--- src/rtl/button_filter_multi_if.sv ---
// Button filter bus: raw pins in, debounced level and event pulses out.
interface button_filter_multi_if #(
  parameter int N_BTN = 4
);
  logic [N_BTN-1:0] btn_i;
  logic [N_BTN-1:0] btn_o;
  logic [N_BTN-1:0] btn_press;
  logic [N_BTN-1:0] btn_release;
  logic [N_BTN-1:0] btn_long;
  logic [N_BTN-1:0] btn_repeat;
  logic             any_pressed;

  // Board/stimulus side: drives the pins, observes the events.
  modport master (
    output btn_i,
    input  btn_o, btn_press, btn_release, btn_long, btn_repeat, any_pressed
  );

  // Filter side.
  modport slave (
    input  btn_i,
    output btn_o, btn_press, btn_release, btn_long, btn_repeat, any_pressed
  );
endinterface

--- src/rtl/button_filter_multi.sv ---
// Multi-channel push-button filter: synchroniser, debounce, press/release
// events, long-press and auto-repeat per channel. Channels share nothing.
//
// Hold FSM states (per channel):
//   state  | meaning
//   S_IDLE | debounced level released, no hold timing
//   S_HELD | pressed, counting towards the long-press event
//   S_LONG | long press reported, counting repeat intervals
module button_filter_multi #(
  parameter int N_BTN       = 4,
  parameter int SYNC_STAGES = 2,
  parameter int FILT_PRDS   = 1000,
  parameter bit PRESS_LEVEL = 1'b0,
  parameter int LONG_PRDS   = 100000,
  parameter int REPEAT_PRDS = 20000
) (
  input logic                  clk,
  input logic                  rst_n,
  button_filter_multi_if.slave bus
);

  localparam int HOLD_MAX = (LONG_PRDS > REPEAT_PRDS) ? LONG_PRDS : REPEAT_PRDS;
  localparam int FW       = $clog2(FILT_PRDS);
  localparam int HW       = $clog2(HOLD_MAX + 1);
  localparam logic          REL     = ~PRESS_LEVEL;
  localparam logic [FW-1:0] FILT_TC = FW'(FILT_PRDS - 1);
  localparam logic [HW-1:0] LONG_TC = HW'(LONG_PRDS);
  localparam logic [HW-1:0] REP_TC  = HW'(REPEAT_PRDS);

  typedef enum logic [1:0] {S_IDLE, S_HELD, S_LONG} state_t;

  logic [SYNC_STAGES-1:0] sync_q [N_BTN];
  logic [N_BTN-1:0]       sync_s;
  logic [FW-1:0]          filt_q [N_BTN];
  logic [FW-1:0]          filt_d [N_BTN];
  logic [HW-1:0]          hold_q [N_BTN];
  logic [HW-1:0]          hold_d [N_BTN];
  state_t                 state_q [N_BTN];
  state_t                 state_d [N_BTN];
  logic [N_BTN-1:0]       btn_q, btn_d;
  logic [N_BTN-1:0]       press_q, press_d;
  logic [N_BTN-1:0]       release_q, release_d;
  logic [N_BTN-1:0]       long_q, long_d;
  logic [N_BTN-1:0]       rep_q, rep_d;
  logic                   any_q, any_d;

  // Synchroniser chains; reset to the released level so no event fires on reset exit.
  always_ff @(posedge clk or negedge rst_n) begin
    if (!rst_n) begin
      for (int i = 0; i < N_BTN; i++) sync_q[i] <= {SYNC_STAGES{REL}};
    end else begin
      for (int i = 0; i < N_BTN; i++)
        sync_q[i] <= {sync_q[i][SYNC_STAGES-2:0], bus.btn_i[i]};
    end
  end

  // Last synchroniser stage per channel.
  always_comb begin
    sync_s = '0;
    for (int i = 0; i < N_BTN; i++) sync_s[i] = sync_q[i][SYNC_STAGES-1];
  end

  // Debounce: a differing level must persist FILT_PRDS cycles; any agreeing cycle restarts.
  always_comb begin
    btn_d     = btn_q;
    press_d   = '0;
    release_d = '0;
    for (int i = 0; i < N_BTN; i++) begin
      filt_d[i] = '0;
      if (sync_s[i] != btn_q[i]) begin
        if (filt_q[i] == FILT_TC) begin
          btn_d[i]     = sync_s[i];
          press_d[i]   = (sync_s[i] == PRESS_LEVEL);
          release_d[i] = (sync_s[i] != PRESS_LEVEL);
        end else begin
          filt_d[i] = filt_q[i] + 1'b1;
        end
      end
    end
  end

  // Hold FSM next state. The hold counter counts held cycles including the
  // current one, so it restarts at 1 after each long/repeat event; an accepted
  // release pre-empts any long/repeat pulse due in the same cycle.
  always_comb begin
    long_d = '0;
    rep_d  = '0;
    for (int i = 0; i < N_BTN; i++) begin
      state_d[i] = state_q[i];
      hold_d[i]  = hold_q[i];
      case (state_q[i])
        S_IDLE: begin
          if (press_d[i]) begin
            state_d[i] = S_HELD;
            hold_d[i]  = HW'(1);
          end
        end
        S_HELD: begin
          if (release_d[i]) begin
            state_d[i] = S_IDLE;
            hold_d[i]  = '0;
          end else if (hold_q[i] == LONG_TC) begin
            long_d[i]  = 1'b1;
            state_d[i] = S_LONG;
            hold_d[i]  = HW'(1);
          end else begin
            hold_d[i] = hold_q[i] + 1'b1;
          end
        end
        S_LONG: begin
          if (release_d[i]) begin
            state_d[i] = S_IDLE;
            hold_d[i]  = '0;
          end else if (REPEAT_PRDS != 0) begin
            if (hold_q[i] == REP_TC) begin
              rep_d[i]  = 1'b1;
              hold_d[i] = HW'(1);
            end else begin
              hold_d[i] = hold_q[i] + 1'b1;
            end
          end
        end
        default: begin
          state_d[i] = S_IDLE;
          hold_d[i]  = '0;
        end
      endcase
    end
  end

  // Registered "any channel pressed" summary, one cycle behind btn_o.
  always_comb begin
    any_d = |(~(btn_q ^ {N_BTN{PRESS_LEVEL}}));
  end

  // State, counters and registered outputs.
  always_ff @(posedge clk or negedge rst_n) begin
    if (!rst_n) begin
      for (int i = 0; i < N_BTN; i++) begin
        filt_q[i]  <= '0;
        hold_q[i]  <= '0;
        state_q[i] <= S_IDLE;
      end
      btn_q     <= {N_BTN{REL}};
      press_q   <= '0;
      release_q <= '0;
      long_q    <= '0;
      rep_q     <= '0;
      any_q     <= 1'b0;
    end else begin
      for (int i = 0; i < N_BTN; i++) begin
        filt_q[i]  <= filt_d[i];
        hold_q[i]  <= hold_d[i];
        state_q[i] <= state_d[i];
      end
      btn_q     <= btn_d;
      press_q   <= press_d;
      release_q <= release_d;
      long_q    <= long_d;
      rep_q     <= rep_d;
      any_q     <= any_d;
    end
  end

  assign bus.btn_o       = btn_q;
  assign bus.btn_press   = press_q;
  assign bus.btn_release = release_q;
  assign bus.btn_long    = long_q;
  assign bus.btn_repeat  = rep_q;
  assign bus.any_pressed = any_q;

endmodule

--- src/flat_wrapper.sv ---
// flat-port wrapper written by rule: the top's interface ports become plain ports
module button_filter_multi_flat 
#(
  parameter int N_BTN       = 4,
  parameter int SYNC_STAGES = 2,
  parameter int FILT_PRDS   = 1000,
  parameter bit PRESS_LEVEL = 1'b0,
  parameter int LONG_PRDS   = 100000,
  parameter int REPEAT_PRDS = 20000
)
  (clk, rst_n, bus_btn_i, bus_btn_o, bus_btn_press, bus_btn_release, bus_btn_long, bus_btn_repeat, bus_any_pressed);
  button_filter_multi_if #(.N_BTN(N_BTN)) bus_i ();
  input logic clk;
  input logic rst_n;
  input wire logic [$bits(bus_i.btn_i)-1:0] bus_btn_i;
  output wire logic [$bits(bus_i.btn_o)-1:0] bus_btn_o;
  output wire logic [$bits(bus_i.btn_press)-1:0] bus_btn_press;
  output wire logic [$bits(bus_i.btn_release)-1:0] bus_btn_release;
  output wire logic [$bits(bus_i.btn_long)-1:0] bus_btn_long;
  output wire logic [$bits(bus_i.btn_repeat)-1:0] bus_btn_repeat;
  output wire logic [$bits(bus_i.any_pressed)-1:0] bus_any_pressed;
  assign bus_i.btn_i = bus_btn_i;
  assign bus_btn_o = bus_i.btn_o;
  assign bus_btn_press = bus_i.btn_press;
  assign bus_btn_release = bus_i.btn_release;
  assign bus_btn_long = bus_i.btn_long;
  assign bus_btn_repeat = bus_i.btn_repeat;
  assign bus_any_pressed = bus_i.any_pressed;
  button_filter_multi #(.N_BTN(N_BTN), .SYNC_STAGES(SYNC_STAGES), .FILT_PRDS(FILT_PRDS), .PRESS_LEVEL(PRESS_LEVEL), .LONG_PRDS(LONG_PRDS), .REPEAT_PRDS(REPEAT_PRDS)) u_core (.clk(clk), .rst_n(rst_n), .bus(bus_i));
endmodule
--- config.mk ---
export PLATFORM = sky130hd
export DESIGN_NAME = button_filter_multi_flat
export DESIGN_NICKNAME = d
export VERILOG_FILES = /design/src/rtl/button_filter_multi_if.sv /design/src/rtl/button_filter_multi.sv /design/src/flat_wrapper.sv
export SDC_FILE = /design/constraint.sdc
export NUM_CORES = 1
export LEC_CHECK = 0
export BUFFER_PORTS_ARGS = -buffer_cell sky130_fd_sc_hd__buf_2
export CORE_ASPECT_RATIO = 1.4
export CORE_MARGIN = 5
export CORE_UTILIZATION = 25
export DETAILED_ROUTE_END_ITERATION = 10
export GPL_TIMING_DRIVEN = 0
export PLACE_DENSITY_LB_ADDON = 0.2
export SLEW_MARGIN = 25
export SYNTH_ARGS = -nofsm -noshare
export SYNTH_HDL_FRONTEND = slang
export SYNTH_SLANG_ARGS = --single-unit
export TNS_END_PERCENT = 100
--- constraint.sdc ---
create_clock -name clk -period 2.2 [get_ports clk]
set_input_delay 0.33 -clock clk [delete_from_list [all_inputs] [get_ports clk]]
set_output_delay 0.33 -clock clk [all_outputs]
set_load 0.01 [all_outputs]
Word level (Yosys, flattened, before mapping)
Index checks and enable logic that the tools add are counted.
{ "classes": {"n_mux": 92, "addsub": 8, "n_reduce_logical": 13, "n_eq_ne": 36, "n_bitwise": 5} }
{ "op_table": {"columns": ["operator", "n"], "rows": [
  ["two-way mux 17 bit", 20],
  ["one-hot mux 17 bit (3 select lines)", 4],
  ["two-way mux 10 bit", 8],
  ["adder 17 x 1 -> 17 bit (second input constant)", 4],
  ["equality test 17 x 15 -> 1 bit (second input constant)", 4],
  ["equality test 17 bit (second input constant)", 4],
  ["adder 10 x 1 -> 10 bit (second input constant)", 4],
  ["equality test 10 bit (second input constant)", 4],
  ["two-way mux 1 bit", 40],
  ["two-way mux 2 bit", 16],
  ["one-hot mux 2 bit (3 select lines)", 4],
  ["inequality test 2 x 1 -> 1 bit (second input constant)", 8],
  ["inequality test 3 x 1 -> 1 bit (second input constant)", 4],
  ["AND reduction 3 bit", 4],
  ["equality test 2 x 1 -> 1 bit (second input constant)", 4],
  ["equality test 2 bit (second input constant)", 4],
  ["logical NOT 2 bit", 4],
  ["AND reduction 2 bit", 4],
  ["inequality test 1 bit", 4],
  ["inverter 1 bit", 4],
  ["inverter 4 bit", 1],
  ["OR reduction 4 bit", 1]
]} }
{ "totals": {"reg_bits": 145, "input_bits": 6, "out_inout_bits": 21} }

Longest topological paths before layout
Gate-level depths: netlist of the first run.
{ "depth": {"depth_word": 5, "depth_mapped": 9, "ltp_nobuf": 7} }

Least setup slack after synthesis of the first run
No wires, ideal clock.
{ "synth_path": {"path_kind": "register to register", "start": "reg u_core.filt_q[10] (netlist bit)", "end": "reg u_core.hold_q[26] (netlist bit)", "synth_period_minus_slack_ps": 1985, "setup_ps": 129, "required_ps": 2071, "slack_ps": 215, "path_buffers": 3, "stages_incl_launch_ff": 10, "arrival_ps": 1856, "cell_sequence": "dfrtp_1 -> ha_1 -> nand2_1 -> or4_4 -> buf_6 -> o21a_1 -> buf_6 -> buf_6 -> a22oi_2 -> o41ai_1"} }
{ "synth_between": {"elab_chain_cells": 5, "word_cells_on_any_way": 9, "cone_classes": "2 x eq/ne; 7 x mux"} }
{ "synth_rtl": {"columns": ["item", "line_no", "text"], "rows": [
  ["start: declaration", "button_filter_multi.sv:34", "logic [FW-1:0] filt_q [N_BTN];"],
  ["start signal: indexed assignment", "button_filter_multi.sv:152", "filt_q[i] <= filt_d[i];"],
  ["equality test 10 bit (*)", "button_filter_multi.sv:71", "if (filt_q[i] == FILT_TC) begin"],
  ["two-way mux 1 bit", "button_filter_multi.sv:71", null],
  ["two-way mux 1 bit", "button_filter_multi.sv:70", "if (sync_s[i] != btn_q[i]) begin"],
  ["two-way mux 17 bit (on tied branches)", "button_filter_multi.sv:111, button_filter_multi.sv:99", null],
  ["one-hot mux 17 bit (3 select lines)", "button_filter_multi.sv:91", "case (state_q[i])"],
  ["end signal: indexed assignment", "button_filter_multi.sv:153", "hold_q[i] <= hold_d[i];"],
  ["end: declaration", "button_filter_multi.sv:36", "logic [HW-1:0] hold_q [N_BTN];"]
]} }
Mark *: on every way between the ends. The rest lies on a longest branch, timed or not.
A chain may end at the register's enable or synchronous reset.

Final worst setup path of the first run
Same ends and word-level chain as after synthesis.

==> results.md, run 1 <==
* Status: finished clean
* Fin crit period at 2.102 ns
* CTS Buf Count at 17
* Yosys top cell by area: dfrtp_1
* DP HPWL at 12.85 mm
* Max Freq at 475.8 MHz
* # IOs at 27
* Initial antenna violation count at 0
* Top area cells in the synthesized netlist: dfrtp_1, nor2_1, dfstp_2
* Die Area at 34220 um2
* P per Cell Area at 643.0 nW/um2
* Layout area overhead at 21.72%
* Mean post-synth cell area at 9.812 um2
* Final worst path period share at 0.9553
* Syn. warnings at 0
* Global placement routability congestion at 0.7950
* RSZ-0062 raised after global routing: yes
* Max IR drop VDD at 510.1 uV
* Via count of the first global-routing pass at 6310
* Antenna viol nets, final at 0
* Ys flop type: dfrtp_1
* Leak pwr at 3.823 nW
* Sequential share of the synthesized area at 0.4767
* Distinct cells, synth at 67
* # setup viols final at 0
* Die Y at 216.9 um
* Proportion of layout cells with a drive suffix above 1 at 0.1782
* Critical Path Source Type: register
* CTS max path bufs at 2
* Htree depth at 4
* Largest net degree at the start of global routing at 81
* Synthesized area at 7644 um2
* Fin Hold WS at 0.3557 ns
* Clk root buf: clkbuf_16
* FP Rows at 75
* Pre-antenna DRT Iters at 4
* Number of flops mapped to enable cells by yosys at 0
* First DRT Iteration DRCs at 211
* WP data required at 2.50 ns
* DR vias/cell at 4.922
* Tot Pwr at 0.005982 W
* Slew headroom at 0.5622
* Core area at 30120 um2
* WL final at 18.98 mm
* Clk_lat worst skew at 0.43 ns
* First-pass GRT wire length at 32.40 mm
* Slew @ Worst Pin at 0.6506 ns
* Final-report hold violation count at 0
* Yosys reg bits at 145
* Initial core utilization at 0.2537
* Setup CP Type: reg2reg
* Routed via count at 6148
* CTS tree: done
* Setup Skew at 0.009868 ns
* Mapped Cells at 779
* Worst min path class: reg2reg
* Top-count cell post-synth: dfrtp_1
* Clk sinks at 145
* Synthesized Nets at 797
* Number of nets in the layout at 869
* Drc violations at 0
* Clock Pin Slew Worst Setup and Hold Paths at 0.06 ns
* Critical path fanouts, max at 10
* Die width at 157.8 um
* Max-cap violations at 0
* Post-synth ARST share at 1.000
* Post-synth top area share at 0.4354
* Slew Limit Fails at 0
* Grt ovf at 0
* Total GRT Usage at 0.1163
* Post-DR wirelength/cell at 15.20 um
* Ant diodes at 0
* Worst path arrival time at 2.40 ns
* Synth cell count leaders: dfrtp_1, nor2_1, nand2_1
* IO buf count at 26
* Crit path capture type: register
==> power by group <==
group          switching, W  internal [W]  total [W]  leakage [nW]
Clock               0.00117       0.00195    0.00312         0.300
Combinational     0.0000880     0.0000436   0.000132          1.56
Sequential        0.0000306       0.00270    0.00273          1.96
Total               0.00128       0.00470    0.00598          3.82
==> cells in the final DEF (no fill, tap or decap), types with 6 or more instances in the layout <==
cell type / instances
or4_1: 7
nor2_1: 89
nor4_1: 9
nand2_1: 67
o311ai_1: 12
buf_6: 9
clkbuf_16: 17
ha_1: 8
nand2b_1: 12
clkbuf_1: 13
or2_2: 6
a22o_1: 25
inv_1: 18
nand3_1: 46
and4_1: 8
nor2b_1: 16
xor2_1: 19
nor3_1: 10
dfstp_2: 12
o211ai_1: 6
buf_2: 29
and4b_1: 7
o21ai_0: 13
a21oi_1: 11
and2_1: 10
dfrtp_1: 130
and3_1: 20
a31o_1: 11
nand4_1: 38
xnor2_1: 22
a31oi_1: 12
buf_4: 25
==> layer usage <==
layer  vias to the layer above  wire length (um)  GRT usage
met5                         -                 0          0
met4                         0               355    0.04505
met3                        26               435    0.02107
met2                        79              9693     0.2017
met1                      3008              8497     0.1418
li1                       3035                 -          -
==> final cells by class <==
| class | count | area (um2) |
|---|---|---|
| clock buffer | 22 | 464.2 |
| buffer | 29 | 193.9 |
| timing repair buffer | 54 | 386.6 |
| clock inverter | 10 | 158.9 |
| inverter | 21 | 78.83 |
| sequential | 145 | 3647 |
| multi-input combinational | 583 | 3892 |
| fill | 3084 | 20820 |
| tap | 385 | 481.7 |
==> worst max-delay path: stages, from the launching register on <==
cell,delay [ns]
dfrtp_1,0.43
ha_4,0.18
nand2_1,0.05
or4_4,0.41
buf_6,0.15
o21a_1,0.19
buf_6,0.14
buf_6,0.15
a22oi_2,0.19
o41ai_2,0.09
==> state kept, by name, summed over array words and instances (netlist names) <==
signal / count
u_core.hold_q: 68
u_core.filt_q: 40
u_core.state_q: 8
u_core.sync_q: 8
u_core.bus.btn_long: 4
u_core.bus.btn_o: 4
u_core.bus.btn_press: 4
u_core.bus.btn_release: 4
u_core.bus.btn_repeat: 4
u_core.bus.any_pressed: 1
==> cells by family after synthesis <==
| logic type | count (synthesis) | synth area share |
|---|---|---|
| AND/OR/NAND/NOR | 389 | 0.2771 |
| flip-flops | 145 | 0.4767 |
| adder cells (fa/ha/maj) | 15 | 0.02357 |
| AO/OA/AOI/OAI | 132 | 0.1336 |
| multiplexers | 6 | 0.008512 |
| buffers and inverters | 51 | 0.03356 |
| XOR/XNOR | 41 | 0.04698 |
==> path summary, 6_finish.rpt <==
| path | from | to | slack (ns) | depth (start not counted) |
|---|---|---|---|---|
| max in group asynchronous | rst_n | u_core.hold_q[51] | 0.93 | 3 |
| worst max register to register | u_core.filt_q[10] | u_core.hold_q[26] | 0.1 | 9 |
| worst max-delay path | u_core.filt_q[10] | u_core.hold_q[26] | 0.1 | 9 |
| worst min register to register | u_core.sync_q[4] | u_core.sync_q[5] | 0.36 | 0 |
| min in group asynchronous | rst_n | u_core.filt_q[13] | 0.43 | 2 |
| worst min-delay path | u_core.sync_q[4] | u_core.sync_q[5] | 0.36 | 0 |
==> stage by stage <==
stage	utilization	setup WS, ns	setup TNS, ns	instance area (um2)	instances
floorplan	-	0.2152	0	7644	779
detailed placement	0.2753	-0.3193	-9.444	8293	1191
global placement	0.2741	-1.731	-247.91	8255	1190
global route	0.3089	-0.01546	-0.01660	9304	1249
CTS	0.3016	0.01983	0	9084	1236
finish	0.3089	0.09841	0	9304	1249
==> repair_timing <==
item / 4_1_cts / 5_1_grt
hold endpoints to repair: 60 / 0
hold buffers: 5 / 0
setup buffers: 9 / 13
resized for setup: 17 / 39
endpoints found under the setup margin: 62 / 52
pin swaps: 6 / 7
cloned: 0 / 0
No activity file was read; power rests on OpenSTA's default activity.
==> inputs of run 2 (changes only) <==
CELL_PAD_IN_SITES_DETAIL_PLACEMENT = 2   (was not set)
CELL_PAD_IN_SITES_GLOBAL_PLACEMENT = 2   (was not set)
CORE_ASPECT_RATIO = 0.9   (was 1.4)
==> run 2 against run 1 <==
Effect of this change: wire length rose by 23%; flip-flop and latch count did not move; die area fell by 0.13%; setup slack got worse by 0.054 ns; global-route usage rose by 2.1 points; largest cell class unchanged.
==> results.md, run 2 (synthesized netlist as in run 1, its figures left out) <==
* Fin util at 0.3180 (+0.009090)
* Fin crit period at 2.155 ns (+0.05390 ns)
* Number of flip-flops in the largest register at 68 (unchanged)
* P per Cell Area at 633.7 nW/um2 (-1.4%)
* Die Area at 34180 um2 (-0.13%)
* Final-report hold violation count at 0 (unchanged)
* First-pass GRT wire length at 38.14 mm (+18%)
* # setup viols final at 0 (unchanged)
* Clk sinks at 145 (unchanged)
* CTS tree: done
* Routed via count at 6406 (+4.2%)
* Hold path cells at 0 (unchanged)
* Status: finished clean
* Largest net degree at the start of global routing at 74 (-8.6%)
* Global placement routability congestion at 0.7217 (-9.2%)
* Layout area overhead at 24.91%
* Max IR drop VDD at 558.9 uV (+9.6%)
* Slew Limit Fails at 0 (unchanged)
* Via count of the first global-routing pass at 6837 (+8.4%)
* Slew @ Worst Pin at 0.6188 ns (-0.03188 ns)
* WP data required at 2.51 ns (about the same)
* Commonest non-fill, non-tap cells in the layout: dfrtp_1, nor2_1, nand2_1
* Fin Hold WS at 0.3577 ns (+0.001966 ns)
* RSZ-0062 raised after global routing: yes
* Reg2reg path depth at 8 (-1)
* Worst path arrival time at 2.47 ns (+0.07 ns)
* Setup Skew at 0.01072 ns (+0.0008503 ns)
* CTS max path bufs at 2 (unchanged)
* Top Registers: u_core.hold_q (68), u_core.filt_q (40)
* Antenna viol nets, final at 0 (unchanged)
* Most common cell after layout, fill and taps aside: dfrtp_1
* WL final at 23.31 mm (+23%)
* Slew headroom at 0.5875 (+0.02525)
* Critical path fanouts, max at 7 (-3)
* Post-DR wirelength/cell at 18.22 um (+20%)
* Final worst path period share at 0.9798 (+0.02450)
* FP Rows at 60 (-20%)
* Crit path capture type: register
* Total GRT Usage at 0.1371 (+0.02082)
* # IOs at 27 (unchanged)
* Leak pwr at 3.928 nW (+2.8%)
* Pre-antenna DRT Iters at 4 (unchanged)
* IO buf count at 26 (unchanged)
* Clk root buf: clkbuf_16
* Worst min path class: reg2reg
* Number of nets in the layout at 881 (+1.4%)
* Setup CP Type: reg2reg
* Clk_lat worst skew at 0.44 ns (about the same)
* DP HPWL at 15.26 mm (+19%)
* DR vias/cell at 5.009 (+1.8%)
* CTS Buf Count at 17 (unchanged)
* Critical Path Source Type: register
* Htree depth at 4 (unchanged)
* Ant diodes at 0 (unchanged)
* Reg2Reg Setup Slack at 0.04 ns (-0.05 ns)
* Biggest register: u_core.hold_q
* Clock Pin Slew Worst Setup and Hold Paths at 0.07 ns (about the same)
* Fillers at 3317 (+7.6%)
* Initial antenna violation count at 0 (unchanged)
* Proportion of layout cells with a drive suffix above 1 at 0.2192 (+0.04094)
* Die Y at 175.9 um (-19%)
* Pre-CTS WS at -0.5508 ns (-0.2315 ns)
* Placed Instances at 1209 (+1.5%)
* Max Freq at 463.9 MHz (-2.5%)
* Grt ovf at 0 (unchanged)
* Initial core utilization at 0.2545 (+0.0007930)
* Drc violations at 0 (unchanged)
* First DRT Iteration DRCs at 274 (+30%)
* Die width at 194.3 um (+23%)
* Tot Pwr at 0.006051 W (+1.1%)
* Max-cap violations at 0 (unchanged)
* Final worst slack at 0.04451 ns (-0.05390 ns)
* Final std cells w/o fill at 1279 (+2.4%)
* Core area at 30030 um2 (-0.31%)
[run 2: changes by cell type in the layout (fill, tap and decap cells not counted), moves of 3 or more]
| cell | previous run | this run |
|---|---|---|
| clkbuf_1 | 13 | 6 |
| nor4_2 | 1 | 4 |
| buf_4 | 25 | 41 |
| nor4b_1 | 5 | 2 |
| nor4_1 | 9 | 6 |
[run 2: timing repair]
action | 4_1_cts | 5_1_grt
cloned | 0 | 1
endpoints found under the hold margin | 71 | 0
setup buffers | 11 | 30
hold buffers | 5 | 0
pin swaps | 8 | 13
setup endpoints to repair | 65 | 62
resized for setup | 31 | 46
[run 2: layout make-up]
type,count,area (um2),share of cell area
multi-input combinational,583,3980,0.4169
sequential,145,3649,0.3821
timing repair buffer,74,538.0,0.05635
tap,403,504.2,0.05281
clock buffer,21,470.5,0.04927
buffer,21,175.2,0.01835
clock inverter,11,152.6,0.01599
inverter,21,78.83,0.008256
[run 2: where the power goes]
part / internal, W / leakage [nW] / total [W] / switching (W)
combinational: 0.0000581 / 1.67 / 0.000157 / 0.0000986
clock: 0.00189 / 0.296 / 0.00317 / 0.00128
sequential: 0.00270 / 1.96 / 0.00273 / 0.0000314
[run 2: worst max-delay path, stage by stage (launching register included)]
cell,delay (ns)
dfrtp_1,0.42
inv_1,0.08
ha_1,0.16
and4b_1,0.24
nand4_1,0.22
buf_4,0.22
a22o_2,0.28
a21oi_4,0.33
nor3_2,0.09
[run 2: final timing paths]
path | startpoint | endpoint
hold reg to reg | u_core.sync_q[0] | u_core.sync_q[1]
setup reg to reg | u_core.hold_q[1] | u_core.hold_q[8]
setup / recovery | u_core.hold_q[1] | u_core.hold_q[8]
min in group asynchronous | rst_n | u_core.hold_q[38]
max in group asynchronous | rst_n | u_core.sync_q[3]
hold / removal | u_core.sync_q[0] | u_core.sync_q[1]
[run 2: per-stage QoR]
step                      area (um2)  setup TNS (ns)
final                           9548               0
after CTS                       9174        -0.01087
after global routing            9548         -0.3808
after global placement          8278         -252.45
after detailed placement        8315          -15.13
after floorplan                 7644               0
[run 2: layer usage]
layer / GRT usage / wire, um / vias up
met2: 0.2181 / 10870 / 40
met3: 0.02858 / 553 / 16
met4: 0.03574 / 214 / 0
met5: 0 / 0 / -
met1: 0.1910 / 11670 / 3316
li1: - / - / 3034
==> inputs of run 3 (changes only) <==
clock period = 2.7 ns   (was 2.2 ns; I/O delays follow)
==> run 3 against run 2 <==
Effect of this change: global-route usage is 0.15 points lower; via count is 1.8% lower; die area stayed put; clock power is 19% lower; critical path depth is 2 lower; combinational power is 36% lower; critical path type unchanged; highest routed layer unchanged.
==> results.md, run 3 (synthesized netlist as in run 1, its figures left out) <==
* Worst path slowest cell: nor4_4
* # IOs at 27 (unchanged)
* Critical Path Source Type: register
* Final worst slack at 0.1915 ns (+0.1470 ns)
* Ant diodes at 0 (unchanged)
* Switching part of the total at 0.2317 (-0.001333)
* Die width at 194.3 um (unchanged)
* Antenna viol nets, final at 0 (unchanged)
* Clock Pin Slew Worst Setup and Hold Paths at 0.07 ns (about the same)
* Clk root buf: clkbuf_16
* WL final at 22.30 mm (-4.3%)
* Max-cap violations at 0 (unchanged)
* First-pass GRT wire length at 37.67 mm (-1.2%)
* First DRT Iteration DRCs at 305 (+11%)
* Die Area at 34180 um2 (unchanged)
* R2R Path End: u_core.hold_q[14]
* Final-report hold violation count at 0 (unchanged)
* Setup Skew at 0.01120 ns (+0.0004842 ns)
* DR vias/cell at 5.059 (+1.0%)
* Combinational Power Share at 0.020 (-0.006)
* Max Freq at 398.6 MHz (-14%)
* Placed Instances at 1209 (unchanged)
* Final worst path period share at 0.9291 (-0.05070)
* # setup viols final at 0 (unchanged)
* Fillers at 3346 (+0.87%)
* Leak pwr at 3.666 nW (-6.7%)
* Placement Cell Area at 8315 um2 (unchanged)
* CTS Buf Count at 17 (unchanged)
* Most common cell after layout, fill and taps aside: dfrtp_1
* Routed via count at 6293 (-1.8%)
* Setup TNS at 0 ns (unchanged)
* Int Power at 0.003761 W (-19%)
* P per Cell Area at 544.8 nW/um2 (-14%)
* Critical path destination: u_core.hold_q[14]
* Number of nets in the layout at 846 (-4.0%)
* Slew Limit Fails at 0 (unchanged)
* Core area at 30030 um2 (unchanged)
* Critical path fanouts, max at 9 (+2)
* Layout area overhead at 17.53%
* Clock share of power at 0.526 (+0.003)
* Top Registers: u_core.hold_q (68), u_core.filt_q (40)
* Pre-CTS WS at -0.05078 ns (+0.5000 ns)
* Global placement routability congestion at 0.7217 (unchanged)
* Clk_lat worst skew at 0.44 ns (about the same)
* CTS max path bufs at 2 (unchanged)
* R2r startpoint: u_core.filt_q[0]
* Worst path arrival time at 2.83 ns (+0.36 ns)
* Slew headroom at 0.5162 (-0.07131)
* Initial core utilization at 0.2545 (unchanged)
* Biggest register: u_core.hold_q
* Commonest non-fill, non-tap cells in the layout: dfrtp_1, nor2_1, nand2_1
* Number of flip-flops in the largest register at 68 (unchanged)
* CTS tree: done
* Area occupied by multi-input gates at 3762 um2 (-5.5%)
* Post-DR wirelength/cell at 17.93 um (-1.6%)
* Register Area at 3643 um2 (-0.14%)
* DP HPWL at 15.26 mm (unchanged)
* Initial antenna violation count at 0 (unchanged)
* Worst min path class: in2reg
* Grt ovf at 0 (unchanged)
* Clk sinks at 145 (unchanged)
* Slew @ Worst Pin at 0.7191 ns (+0.1003 ns)
* Total GRT Usage at 0.1357 (-0.001464)
* Switching pwr at 0.001134 W (-20%)
* Worst-path cell chain: ha_1, nand4b_1, nor4_4, nor2_1, and2_1, a311o_1
* WP data required at 3.02 ns (+0.51 ns)
* Worst path max stage delay at 0.61 ns (+0.19 ns)
* Critical path startpoint: u_core.filt_q[0]
* Sequential power share at 0.454 (+0.003)
* Reg2reg path depth at 6 (-2)
* Max IR drop VDD at 458.2 uV (-18%)
* Proportion of layout cells with a drive suffix above 1 at 0.1308 (-0.08838)
* Setup CP Type: reg2reg
* RSZ-0062 raised after global routing: no
* Via count of the first global-routing pass at 6740 (-1.4%)
* Crit path capture type: register
* Die Y at 175.9 um (unchanged)
* Final std cells w/o fill at 1244 (-2.7%)
* Final Instance Area at 8984 um2 (-5.9%)
* Pre-antenna DRT Iters at 4 (unchanged)
* IO buf count at 26 (unchanged)
* Status: finished clean
* FP Rows at 60 (unchanged)
* Htree depth at 4 (unchanged)
* Drc violations at 0 (unchanged)
* Largest net degree at the start of global routing at 74 (unchanged)
* Reg2Reg Setup Slack at 0.19 ns (+0.15 ns)
* Fin crit period at 2.508 ns (+0.3530 ns)
run 3: cell types whose count changed in the layout (fill, tap and decap cells not counted), moves of 4 or more:
cell	before	now
buf_4	41	2
clkbuf_1	6	16
dfrtp_1	129	133
dfrtp_2	4	0
dlygate4sd3_1	5	1
ha_1	8	12
inv_1	17	21
inv_2	4	0
nor4_1	6	10
nor4_2	4	0
nor4b_1	2	8
nor4b_2	5	1
run 3: area by class of cell:
type | instances | area share
plain buffers | 30 | 0.01992
well taps | 403 | 0.05613
clock buffers | 21 | 0.05237
repair buffers | 30 | 0.02145
clock inverters | 11 | 0.01699
inverters | 21 | 0.008774
multi-input cells | 583 | 0.4188
flip-flops and latches | 145 | 0.4056
run 3: through the flow:
step,hold slack [ns],total power (W),utilization
final,0.06012,0.004895,0.2992
after CTS,0.03124,0.005002,0.2982
after detailed placement,0.3475,0.002366,0.2769
after global placement,0.3460,0.002359,0.2757
after global routing,0.03199,0.005106,0.2992
after floorplan,0.1094,0.002287,-
run 3: worst min-delay path by stage:
stage / startpoint / to / slack [ns] / depth (start not counted)
2_1_floorplan: rst_n / u_core.bus.any_pressed / 0.11 / 0
3_3_place_gp: u_core.sync_q[6] / u_core.sync_q[7] / 0.35 / 0
3_5_place_dp: u_core.sync_q[6] / u_core.sync_q[7] / 0.35 / 0
4_1_cts: bus_btn_i[3] / u_core.sync_q[0] / 0.03 / 1
5_1_grt: bus_btn_i[1] / u_core.sync_q[4] / 0.03 / 1
6_report: bus_btn_i[3] / u_core.sync_q[0] / 0.06 / 1
run 3: repair_timing:
action                                 4_1_cts  5_1_grt
endpoints found under the hold margin       67        0
pin swaps                                    0        2
hold buffers                                 1        0
gates resized for setup                      2        2
setup endpoints to repair                    8       11
buffers inserted                             0        2
run 3: critical path: cells and delay by family, from the launching register on:
family	cells	cell delay, ns
AND/OR/NAND/NOR	4	1.42
adder cells (fa/ha/maj)	1	0.27
AO/OA/AOI/OAI	1	0.31
flip-flops	1	0.39
run 3: per-layer routing:
metal / routed length, um / vias to the layer above / track usage
li1: - / 2970 / -
met1: 11370 / 3248 / 0.1908
met2: 10150 / 55 / 0.2136
met3: 541 / 20 / 0.02858
met4: 241 / 0 / 0.03486
met5: 0 / - / 0
run 3: power by group through the flow:
stage / clock network (W) / logic, W / registers (W)
2_1_floorplan: 0 / 0.0000340 / 0.00225
3_3_place_gp: 0 / 0.0000979 / 0.00226
3_5_place_dp: 0 / 0.000105 / 0.00226
4_1_cts: 0.00267 / 0.000107 / 0.00222
5_1_grt: 0.00276 / 0.000121 / 0.00222
6_report: 0.00257 / 0.000100 / 0.00222
